[src/rtl/minilab_pkg.sv]
// minilab_pkg: shared state encoding and default sizes for the fifo fill controller
package minilab_pkg;
    typedef enum logic [1:0] {IDLE, FILL_BUF, FILL_FIFO, DONE} state_t;
    localparam int NUM_WORDS = 9;
    localparam int LANES = 8;
    localparam int DATA_W = 8;
endpackage

[src/rtl/word_buf.sv]
// word_buf: NUM_WORDS-entry word store with one write port and a byte-select read across all entries
//   clk   - clock
//   we    - write enable, stores wdata at waddr
//   sel   - byte index, 0 selects the most significant byte of each word
//   rdata - byte sel of entry i on lane i
module word_buf #(
    parameter int NUM_WORDS = minilab_pkg::NUM_WORDS,
    parameter int LANES = minilab_pkg::LANES,
    parameter int DATA_W = minilab_pkg::DATA_W,
    parameter int WW = (NUM_WORDS > 1) ? $clog2(NUM_WORDS) : 1,
    parameter int BW = (LANES > 1) ? $clog2(LANES) : 1
) (
    input  logic                        clk,
    input  logic                        we,
    input  logic [WW-1:0]               waddr,
    input  logic [LANES*DATA_W-1:0]     wdata,
    input  logic [BW-1:0]               sel,
    output logic [NUM_WORDS*DATA_W-1:0] rdata
);
    logic [LANES*DATA_W-1:0] mem [NUM_WORDS];
    always_ff @(posedge clk)
        if (we) mem[waddr] <= wdata;
    for (genvar i = 0; i < NUM_WORDS; i++) begin : g_lane
        assign rdata[i*DATA_W +: DATA_W] = mem[i][(LANES - 1 - 32'(sel))*DATA_W +: DATA_W];
    end
endmodule

[src/rtl/fifo_fill_ctrl.sv]
// fifo_fill_ctrl: fetches NUM_WORDS words from memory, then streams them byte-wise MSB first into NUM_WORDS FIFOs
//   start                       - level, begins a run from IDLE or DONE
//   mem_address/mem_read        - read request, held while mem_waitrequest
//   mem_readdata/mem_readdatavalid - returned word
//   fifo_full/fifo_wren/fifo_wdata - per-FIFO flow control, all lanes pushed together
//   busy/done                   - run in progress / run finished
module fifo_fill_ctrl #(
    parameter int NUM_WORDS = minilab_pkg::NUM_WORDS,
    parameter int LANES = minilab_pkg::LANES,
    parameter int DATA_W = minilab_pkg::DATA_W
) (
    input  logic                        clk,
    input  logic                        rst_n,
    input  logic                        start,
    output logic [3:0]                  mem_address,
    output logic                        mem_read,
    input  logic                        mem_waitrequest,
    input  logic [LANES*DATA_W-1:0]     mem_readdata,
    input  logic                        mem_readdatavalid,
    input  logic [NUM_WORDS-1:0]        fifo_full,
    output logic [NUM_WORDS-1:0]        fifo_wren,
    output logic [NUM_WORDS*DATA_W-1:0] fifo_wdata,
    output logic                        busy,
    output logic                        done
);
    import minilab_pkg::*;
    localparam int WW = (NUM_WORDS > 1) ? $clog2(NUM_WORDS) : 1;
    localparam int BW = (LANES > 1) ? $clog2(LANES) : 1;
    state_t                      state;
    logic [WW-1:0]               wcnt;
    logic [BW-1:0]               bcnt;
    logic                        pending;
    logic                        store;
    logic [NUM_WORDS*DATA_W-1:0] lane_bytes;
    // data is taken only while a read is outstanding, so stray or post-reset valids are dropped
    assign store = state == FILL_BUF && pending && mem_readdatavalid;
    assign mem_address = 4'(wcnt);
    assign busy = state == FILL_BUF || state == FILL_FIFO;
    assign done = state == DONE;
    word_buf #(.NUM_WORDS(NUM_WORDS), .LANES(LANES), .DATA_W(DATA_W)) u_buf (
        .clk(clk),
        .we(store),
        .waddr(wcnt),
        .wdata(mem_readdata),
        .sel(bcnt),
        .rdata(lane_bytes)
    );
    always_ff @(posedge clk) begin
        if (!rst_n) begin
            state <= IDLE;
            wcnt <= '0;
            bcnt <= '0;
            pending <= 1'b0;
            mem_read <= 1'b0;
            fifo_wren <= '0;
            fifo_wdata <= '0;
        end else begin
            fifo_wren <= '0;
            case (state)
                IDLE, DONE:
                    if (start) begin
                        state <= FILL_BUF;
                        wcnt <= '0;
                        bcnt <= '0;
                        pending <= 1'b0;
                        mem_read <= 1'b1;
                    end
                FILL_BUF:
                    if (mem_read && !mem_waitrequest) begin
                        mem_read <= 1'b0;
                        pending <= 1'b1;
                    end else if (store) begin
                        pending <= 1'b0;
                        if (wcnt == WW'(NUM_WORDS - 1)) state <= FILL_FIFO;
                        else begin
                            wcnt <= wcnt + 1'b1;
                            mem_read <= 1'b1;
                        end
                    end
                FILL_FIFO:
                    // any full lane stalls every lane so all FIFOs see the same byte sequence
                    if (fifo_full == '0) begin
                        fifo_wren <= '1;
                        fifo_wdata <= lane_bytes;
                        if (bcnt == BW'(LANES - 1)) state <= DONE;
                        else bcnt <= bcnt + 1'b1;
                    end
                default: state <= IDLE;
            endcase
        end
    end
endmodule
[config.mk]
export PLATFORM = sky130hd
export DESIGN_NAME = fifo_fill_ctrl
export DESIGN_NICKNAME = d
export VERILOG_FILES = /design/src/rtl/minilab_pkg.sv /design/src/rtl/word_buf.sv /design/src/rtl/fifo_fill_ctrl.sv
export SDC_FILE = /design/constraint.sdc
export NUM_CORES = 1
export LEC_CHECK = 0
export BUFFER_PORTS_ARGS = -buffer_cell sky130_fd_sc_hd__buf_2
export CELL_PAD_IN_SITES_DETAIL_PLACEMENT = 1
export CELL_PAD_IN_SITES_GLOBAL_PLACEMENT = 1
export CORE_MARGIN = 3
export CORE_UTILIZATION = 53
export CTS_BUF_LIST = sky130_fd_sc_hd__clkbuf_8 sky130_fd_sc_hd__clkbuf_16
export DETAILED_ROUTE_END_ITERATION = 6
export GPL_TIMING_DRIVEN = 0
export PLACE_DENSITY = 0.89
export SYNTH_ARGS = -nofsm -noshare
export SYNTH_HDL_FRONTEND = slang
export SYNTH_SLANG_ARGS = --single-unit
[constraint.sdc]
create_clock -name clk -period 9.1 [get_ports clk]
set_input_delay 1.365 -clock clk [delete_from_list [all_inputs] [get_ports clk]]
set_output_delay 1.365 -clock clk [all_outputs]
set_load 0.02 [all_outputs]
---- After elaboration in Yosys (flattened, before gate mapping) ----
Memory sizes are Yosys's and may differ from the RTL's.
Cells that the tools add are included.
operators by class
  equality and inequality tests ........... 15
  shift operators ......................... 9
  mux-type cells .......................... 28
  reductions and logical operators ........ 17
  add/subtract/negate cells ............... 3
operators by type and width
  cell                   number
  $shiftx A64 B33 Y8     9
  $mux W4                4
  $mux W2                6
  $ne A2 B2 Y1 const B   5
  $logic_not A9 Y1       1
  $mux W1                9
  $mux W3                3
  $mux W9                1
  $pmux W4 S2            1
  $reduce_and A4 Y1      2
  $ne A2 B1 Y1 const B   3
  $pmux W2 S3            1
  $pmux W3 S2            1
  $reduce_and A6 Y1      1
  $reduce_and A5 Y1      1
  $add A4 B1 Y4 const B  1
  $eq A2 B2 Y1 const B   2
  $eq A4 B4 Y1 const B   1
  $pmux W1 S2            2
  $reduce_and A2 Y1      2
  $reduce_bool A2 Y1     2
  $sub A3 B3 Y4 const A  1
  $add A3 B1 Y3 const B  1
  $eq A3 B3 Y1 const B   1
  other kinds (9)        11
storage, ports and cells
  memory bits (writable) .................. 576
  word-level logic and storage cells ...... 80
  output and inout bits ................... 88
  memories kept ........................... 1
  bits of input ports ..................... 78
  register bits after elaboration ......... 92
memory list
  name       depth  width  rd ports  clocked after memory_dff  write ports  line            text
  u_buf.mem  9      64     9         0                         1            word_buf.sv:20  logic [LANES*DATA_W-1:0] mem [NUM_WORDS];

---- Depth between registers and ports, before layout ----
Gate-level depths: netlist (run 1).
  depth after elaboration ................. 6
  mapped depth ............................ 7
  mapped depth without buffers ............ 6

---- Cells and area by module ----
A second synthesis (run 1) with hierarchy kept.
unflattened totals
  cell total of the unflattened synthesis .. 1251
  area total of the unflattened synthesis .. 25433.1 µm²
by module, submodules not included
  module          area an instance (µm²)  sequential area each (µm²)  cells an instance  instances
  word_buf        21943.5                 17296.6                     847                1
  fifo_fill_ctrl  3489.6                  1681.6                      404                1

---- Worst setup path before layout (run 1) ----
Ideal clock, no wire load.
  kind .................................... input to register
  start point ............................. input port mem_readdatavalid
  end point ............................... memory u_buf.mem[3][0] in the netlist's numbering (enable)
  arrival time ............................ 7.635 ns
  setup slack ............................. 0.821 ns
  stages .................................. 2
  buffers on the path ..................... 0
  setup time .............................. 0.644 ns
  data required time ...................... 8.456 ns
  path through ............................ nand3_1 > nor4_1
on the way
  cells in the longest elaborated chain, start to end .. 3
ends and longest elaborated chain
  item                           line                  text
  from (decl)                    fifo_fill_ctrl.sv:19  input logic mem_readdatavalid,
  $logic_and A1 B1 Y1            fifo_fill_ctrl.sv:36  assign store = state == FILL_BUF && pending && mem_readdatavalid;
  $mux W1                        word_buf.sv:22        if (we) mem[waddr] <= wdata;
  $mux W1 (not written as such)  word_buf.sv:22
  to (decl)                      word_buf.sv:20
Every way passes these cells.

---- Worst setup path in the final report (run 1) ----
  start point ............................. input port mem_readdatavalid
  end point ............................... memory u_buf.mem[7][30] in the netlist's numbering (enable)
Same word-level chain as after synthesis.

==> results.txt, run 1 <==
The area occupied by registers came out at ~19,000 sq um. Setup repair after global routing left no endpoint under its margin. Net switching is between 20% and 30% of the power. The maximum number of pins on one net before global-route repair came out at between 60 and 70. Once the floorplan was initialized, standard cells occupied between 50% and 60% of the core. The setup path with the least slack is of type input port to flop. Of the total power, combinational logic draws between 2 and 3%. The clock network is responsible for 44.6% of the overall power. The die boundary height is around 220 um. The count of nets left with antenna violations after detail routing came out at 0. The floorplan step defined a die boundary enclosing between 40,000 and 50,000 sq um.

STA classifies the critical path startpoint as an input port. The fraction of synthesized cell area taken by the top area cell type came out at 70.15%. The flow ran to the end, and the final reports show no timing, DRC or antenna violations. The post-route worst hold slack is around 0.5 ns. The peak fanout along the critical path is between 60 and 70.

The region available for standard cell placement spans 45,670 sq um. The die boundary width came out at between 200 and 250 um. In this run the most critical hold path is launched from state[1].

The TritonCTS clock tree is done. The internal power of the cells totals 4.970 mW. The slowest stage of the critical path belongs to the cell sky130_fd_sc_hd__and2_4. The via count of the routed design came out at approximately 14,000.

The gate family responsible for the most delay along the worst path is simple AND/OR/NAND/NOR gates. The number of H-tree branching levels came out at 2. The count of port buffers added during placement came out at ~160. The maximum cell stage delay along the critical path is 0.90 ns.

The pin slew with the least headroom to its limit is about 1.5 ns. The number of nets in the final layout is ~1,500. The number of warning messages in the yosys log is 0. The first global-routing pass estimated roughly 110,000 um of wire. The weighted congestion at the end of routability-driven global placement came out at between 0.8 and 0.9. The cell area after synthesis is roughly 25,000 sq um. The upper clock frequency limit came out at roughly 320 MHz. After technology mapping, the gate count stands at 1,181. After detailed routing, the number of remaining DRC violations is 0.

The layout overhead on the synthesized area is 15.83%. The buffer type at the clock tree root is sky130_fd_sc_hd__clkbuf_16. Each instance of the synthesized netlist takes up on average about 21 sq um. After the flow finishes, the layout carries non-filler instances totaling ~2,100. The number of buffers added by the clock tree synthesis step came out at 61. The async set-or-reset flop fraction in the synthesized netlist came out at 0%. The share of the clock period used by the worst path came out at roughly a third.

The number of inserted filler cells in the final layout came out at 3,880. Summed over all layers, the routed wires come to ~80,000 um. The arrival time of data at the critical path endpoint came out at about 3.4 ns. The post-synthesis compound-gate area fraction is under 10%. The largest total area in the synthesized netlist belongs to sky130_fd_sc_hd__edfxtp_1. Once layout is complete, the utilization of the core stands at a little over three fifths. The simple-gate area share of the yosys netlist came out at around 1.2%. Synthesis inferred 660 register bits. The post-route netlist has 31.61% of its cells at a drive strength greater than 1. Setup violations remaining at the end of the flow were counted as 0. The critical path goes through buf_2 -> nand3_1 -> nor3b_1 -> and2_4. The clock tree buffer depth is 3. The initialized floorplan defines between 70 and 80 standard-cell rows. The critical path starts at mem_readdatavalid. Post-CTS repair changed the size of 0 cells. The net count of the mapped netlist is 1,269. The most common flop cell mapped by yosys is sky130_fd_sc_hd__edfxtp_1. The adder-cell share of the synthesized area is 0.5075%.

Measured against its own limit, the worst slew margin works out to 1.830%. roughly 170 I/O pins were placed. The final cell area excluding filler cells is around 29,000 sq um. The count of inserted antenna diode cells came out at 0. The power per cell area is 220.0 nW/um^2. The number of buffers and inverters on the critical path came out at 1. The initial antenna violation count came out at 2. After clock tree synthesis, the clock-pin slew on the worst setup and hold paths is roughly 0.070 ns. The startpoint identified for the worst register-to-register timing path is state[0]. The most common cell in the synthesized netlist is sky130_fd_sc_hd__edfxtp_1. The type of destination of the critical path is a flop. The number of flops mapped to enable cells by yosys came out at 576. The xor-xnor portion of the synthesized cell area came out at 0%. The estimated wirelength of the detail-placed design is approximately 46,000 um. The switching power total came out at about 1.3 mW. The routed length per placed instance came out at between 30 and 40 um.

The via count of the first global-routing pass was about 15,000. The count of different cell masters after synthesis is 37. The peak ir drop on the vdd network is approximately 160 uV. The number of placed instances, taps included, is 1,954. The time the worst path needs with I/O delays and setup came out at roughly 3.2 ns. The global-route total usage across every layer came out at between 30 and 40%. In this run the cell area measured after placement is approximately 26,000 sq um. The average via count per standard cell came out at 6.890. The number of buffers inserted by hold repair at cts came out at 0. The clock net in this run drives a total of 660 sinks.

The final global-route overflow total came out at 0. The analysis attributes to cell leakage a power of around 9.4 nW. The final number of max-transition violations is 0. In the post-synthesis netlist, the biggest area contributors are sky130_fd_sc_hd__edfxtp_1, sky130_fd_sc_hd__mux4_2, sky130_fd_sc_hd__dfxtp_1. The power share of the sequential group came out at a little over half. The combined area of the multi-input logic cells is between 5000 and 6000 sq um.

The sequential area share after synthesis came out at around 77%. The first-pass detailed-route iteration total is 6. The starting DRC count in detailed routing came out at 2,266.

The final hold violation count is 0. After synthesis, the largest family of logic cells by area is multiplexers. The post-synthesis mux area share came out at between 15 and 20%.

At the later pin of the worst-skew pair, clock insertion delay measures ~0.63 ns. At the worst endpoint, the required time is 9.34 ns. The count of maximum capacitance violations came out at 0. By count the netlist is led by sky130_fd_sc_hd__edfxtp_1, sky130_fd_sc_hd__mux4_2, sky130_fd_sc_hd__dfxtp_1.

The count of buffers added by post-CTS timing repair for setup is 0. The final setup skew is roughly 0.017 ns. The tightest min-delay check is of the flop to flop type.
[routing by layer]
metal	share of wire [%]	up-vias	wire [um]	GRT usage, %
met1	33	7371	26800	41.27
met4	5.8	0	4644	15.91
met2	49	1286	39710	53.93
li1	-	5322	-	-
met3	11	290	9219	7.441
met5	0	-	0	0
[worst min-delay path, cell delays in order, from the launching register on]
cell and delay (ns):
sky130_fd_sc_hd__dfxtp_1 0.34, sky130_fd_sc_hd__nand2_1 0.07, sky130_fd_sc_hd__mux2i_1 0.06
[power by group through the flow]
| stage | Sequential (mW) | Combinational, mW | Clock, mW |
|---|---|---|---|
| 2_1_floorplan | 3.37 | 0.0733 | 0 |
| 3_3_place_gp | 3.37 | 0.167 | 0 |
| 3_5_place_dp | 3.37 | 0.177 | 0 |
| 4_1_cts | 3.30 | 0.179 | 2.80 |
| 5_1_grt | 3.30 | 0.197 | 2.92 |
| 6_report | 3.30 | 0.183 | 2.80 |
[worst paths after layout]
kind,endpoint,slack (ns),depth (start not counted)
worst max register to register,u_buf.mem[7][30],6.13,4
worst min-delay path,state[1],0.51,2
worst min register to register,state[1],0.51,2
worst max-delay path,u_buf.mem[7][30],5.94,4
[flip-flops by register name, indices dropped and copies added, names as in the netlist]
signal,flops
bcnt,3
fifo_wren,1
state,2
fifo_wdata,72
u_buf.mem,576
pending,1
mem_read,1
mem_address,4
[cell usage in the layout, fill, tap and decap left out, types with 7 or more instances in the layout]
cell type	count
sky130_fd_sc_hd__a21oi_1	73
sky130_fd_sc_hd__and2_4	7
sky130_fd_sc_hd__buf_1	13
sky130_fd_sc_hd__buf_2	181
sky130_fd_sc_hd__buf_4	28
sky130_fd_sc_hd__bufinv_16	13
sky130_fd_sc_hd__clkbuf_1	20
sky130_fd_sc_hd__clkbuf_16	61
sky130_fd_sc_hd__clkinv_2	7
sky130_fd_sc_hd__dfxtp_1	84
sky130_fd_sc_hd__edfxtp_1	576
sky130_fd_sc_hd__ha_1	10
sky130_fd_sc_hd__inv_1	25
sky130_fd_sc_hd__mux2i_1	77
sky130_fd_sc_hd__mux4_2	144
sky130_fd_sc_hd__nand2_1	7
sky130_fd_sc_hd__nand3_1	7
sky130_fd_sc_hd__o21ai_0	76
[final cells by class]
type,instances,share of cell area (%)
plain buffers,73,1.336
inverters,8,0.1051
flip-flops and latches,660,66.45
multi-input cells,440,18.55
clock inverters,49,1.998
well taps,600,2.629
repair buffers,175,3.343
clock buffers,66,5.586
[cell families after synthesis]
family | after synthesis
flops | 660
mux | 221
compound gates | 161
buf+inv | 81
simple gates | 48
fa+ha+maj | 10
[metrics by stage]
| stage | setup TNS (ns) | total power, mW | setup slack, ns |
|---|---|---|---|
| after floorplan | 0 | 3.442 | 0.8207 |
| after global routing | 0 | 6.420 | 5.790 |
| final | 0 | 6.283 | 5.939 |
| after detailed placement | 0 | 3.543 | 5.340 |
| after CTS | 0 | 6.280 | 5.918 |
| after global placement | -137.62 | 3.532 | -2.156 |
No activity file was read; power rests on OpenSTA's default activity.
==> inputs of run 2 (changes only) <==
clock period = 3.3 ns   (was 9.1 ns; I/O delays follow)
==> run 2 against run 1 <==
Compared with the run above:
- non-clock buffer count decreased by 5
- largest cell class unchanged
- global-route usage decreased by 0.41 points
- utilization increased by 0.15 points
- critical path depth increased by 3
- register-to-register slack got worse by 5.7 ns
- sequential power increased to 2.8 times the previous value
- die area unchanged
==> results.txt, run 2 (synthesis gave the netlist of run 1 again) <==
The run finished with clean final reports. The number of setup violations in the final report came out at 0 (unchanged). The global-route total usage across every layer came out at 32.21% (-0.41 points). The number of standard-cell rows in the floorplan came out at 78 (unchanged). The static leakage was 9.470 nW (+0.48%). The critical path required time came to 3.69 ns (-5.65 ns).

The total die area is 49,140 sq um (unchanged). The type of the tightest min-delay check is input port to flop. Of the available clock period, the critical path in the final layout requires between 80% and 90%. The post-route core utilization came to 62.68% (+0.15 points). The total placed instance area came out at 26,370 sq um (about the same). The die boundary height came out at 221.7 um (unchanged). The pin slew with the least headroom to its limit is 1.438 ns (-0.03476 ns). The count of port buffers added during placement is 164 (unchanged). The weighted congestion at the end of routability-driven global placement is 0.8073 (-1.4%).

The library cell used most frequently in the layout, excluding fill and tap cells, is sky130_fd_sc_hd__edfxtp_1. The root buffer cell chosen for the clock tree is sky130_fd_sc_hd__clkbuf_16. The arrival time of data at the critical path endpoint came out at 3.26 ns (-0.14 ns).

The most critical setup path has its startpoint at state[0]. The first-pass detailed-route iteration total is 5 (-1). The effective utilization at floorplan was 53.98% (unchanged).

Ranked by flip-flop count, first place goes to u_buf.mem. The peak ir drop on the vdd network is 383.8 uV (+140%). The final setup skew is 0.02813 ns (+0.01075 ns).

The time the worst path needs with I/O delays and setup came out at between 2 and 3 ns. The count of nets left with antenna violations after detail routing came out at 0 (unchanged). The via count of the routed design is 14,090 (-1.2%). The routed length per placed instance is 38.34 um (-1.2%). The worst-case headroom to the max-slew limit is 4.147% (+2.3 points). The number of H-tree branching levels was 3 (+1). The library cells used most frequently in the layout, excluding fill and tap cells, are sky130_fd_sc_hd__edfxtp_1, sky130_fd_sc_hd__buf_2, sky130_fd_sc_hd__mux4_2, sky130_fd_sc_hd__dfxtp_1, sky130_fd_sc_hd__mux2i_1.

The setup TNS came to 0 ns (unchanged). The number of top-level design ports is 166 (unchanged). The wire length of the first global-routing pass came out at 111,500 um (-0.97%). The clock tree buffer depth came to 3 (unchanged). The total design power is 17.44 mW (+180%).

The startpoint of the most critical register-to-register path is state[0]. The count of buffers added by post-CTS timing repair for setup came out at 0 (unchanged). The die boundary width is 221.7 um (unchanged). The number of buffers inserted by hold repair at cts is 0 (unchanged). The worst setup path is launched from a flop. The starting DRC count in detailed routing came out at 2,170 (-4.2%). The clock sink total came to 660 (unchanged). The via count of the first global-routing pass is 14,970 (+0.84%). The post-route worst hold slack came to 0.2317 ns (-0.2830 ns).

The TritonCTS clock tree is done. The kind of critical path is flop to flop. The total wire length after detailed routing is 79,480 um (-1.1%).

The count of maximum capacitance violations came out at 0 (unchanged). The count of cells resized by post-cts repair is 0 (unchanged). The peak fanout along the critical path came to 10 (-84%). Compared with the post-synthesis result, the final layout area differs by 16.11%. The clock transition at the registers of the reported paths came out at 0.07 ns (about the same). The worst-skew pair later-pin latency came out at 0.61 ns (-0.02 ns). The proportion of layout cells with a drive suffix above 1 was 31.16% (-0.45 points). Setup repair after global routing left no endpoint under its margin. The final cell area excluding filler cells came out at 28,630 sq um (+0.24%). The average via count per standard cell is 6.798 (-1.3%). The power per cell area came out at 609.2 nW/um^2 (+180%). The final number of max-transition violations is 0 (unchanged). The maximum number of pins on one net before global-route repair came out at 65 (unchanged).

The number of nets in the final layout came to 1,508 (+0.066%). The count of inserted antenna diode cells came out at 0 (unchanged). The start point of the worst min-delay path is mem_readdata[32]. The number of flip-flops in the largest register came out at 576 (unchanged). The initial antenna violation count is 5 (+3). The upper clock frequency limit came out at between 300 and 400 MHz. The final global-route overflow total came out at 0 (unchanged). The worst setup path is captured at a flop. The flop-to-flop setup slack came out at 0.42 ns (-5.71 ns). The final hold violation count is 0 (unchanged).

The number of buffers added by the clock tree synthesis step came out at 67 (+9.8%). The area inside the core boundary is 45,670 sq um (unchanged). The estimated wirelength of the detail-placed design came out at 46,190 um (+0.64%).

The residual DRC count is 0 (unchanged).
run 2: final timing paths:
kind	to	cells after the start
setup reg to reg	fifo_wdata[7]	7
hold / removal	u_buf.mem[0][32]	1
hold reg to reg	state[1]	2
setup / recovery	fifo_wdata[7]	7
run 2: worst max-delay path, stage by stage (launching register included):
cell                       delay [ns]
sky130_fd_sc_hd__dfxtp_1         0.35
sky130_fd_sc_hd__inv_1           0.09
sky130_fd_sc_hd__ha_1            0.30
sky130_fd_sc_hd__nor4b_1         0.30
sky130_fd_sc_hd__and3_1          0.20
sky130_fd_sc_hd__buf_2           0.23
sky130_fd_sc_hd__clkbuf_1        0.97
sky130_fd_sc_hd__a21oi_1         0.23
run 2: per-stage QoR:
stage | worst slack [ns] | std cells
finish | 0.4231 | 2073
global route | 0.3115 | 2073
CTS | 0.4839 | 2073
detailed placement | 0.5350 | 1951
global placement | -0.9630 | 1945
floorplan | 0.0005977 | 1181
run 2: report_power, final:
part	internal [mW]	switching, mW
Clock	4.62	3.21
Sequential	9.08	0.0217
Combinational	0.134	0.370
Total	13.8	3.60
run 2: metal layers:
layer,track usage [%],wire length [um],vias up
li1,-,-,5334
met1,39.15,26700,7260
met2,53.46,39320,1207
met3,8.632,8786,290
met4,16.76,4657,2
met5,0,13,-
run 2: cell type report:
type | instances | area [sq um]
tap | 600 | 750.7
multi-input combinational | 440 | 5319
clock inverter | 41 | 320.3
timing repair buffer | 170 | 909.6
fill | 3861 | 17050
buffer | 73 | 382.9
clock buffer | 81 | 1937
inverter | 8 | 30.03
sequential | 660 | 18980
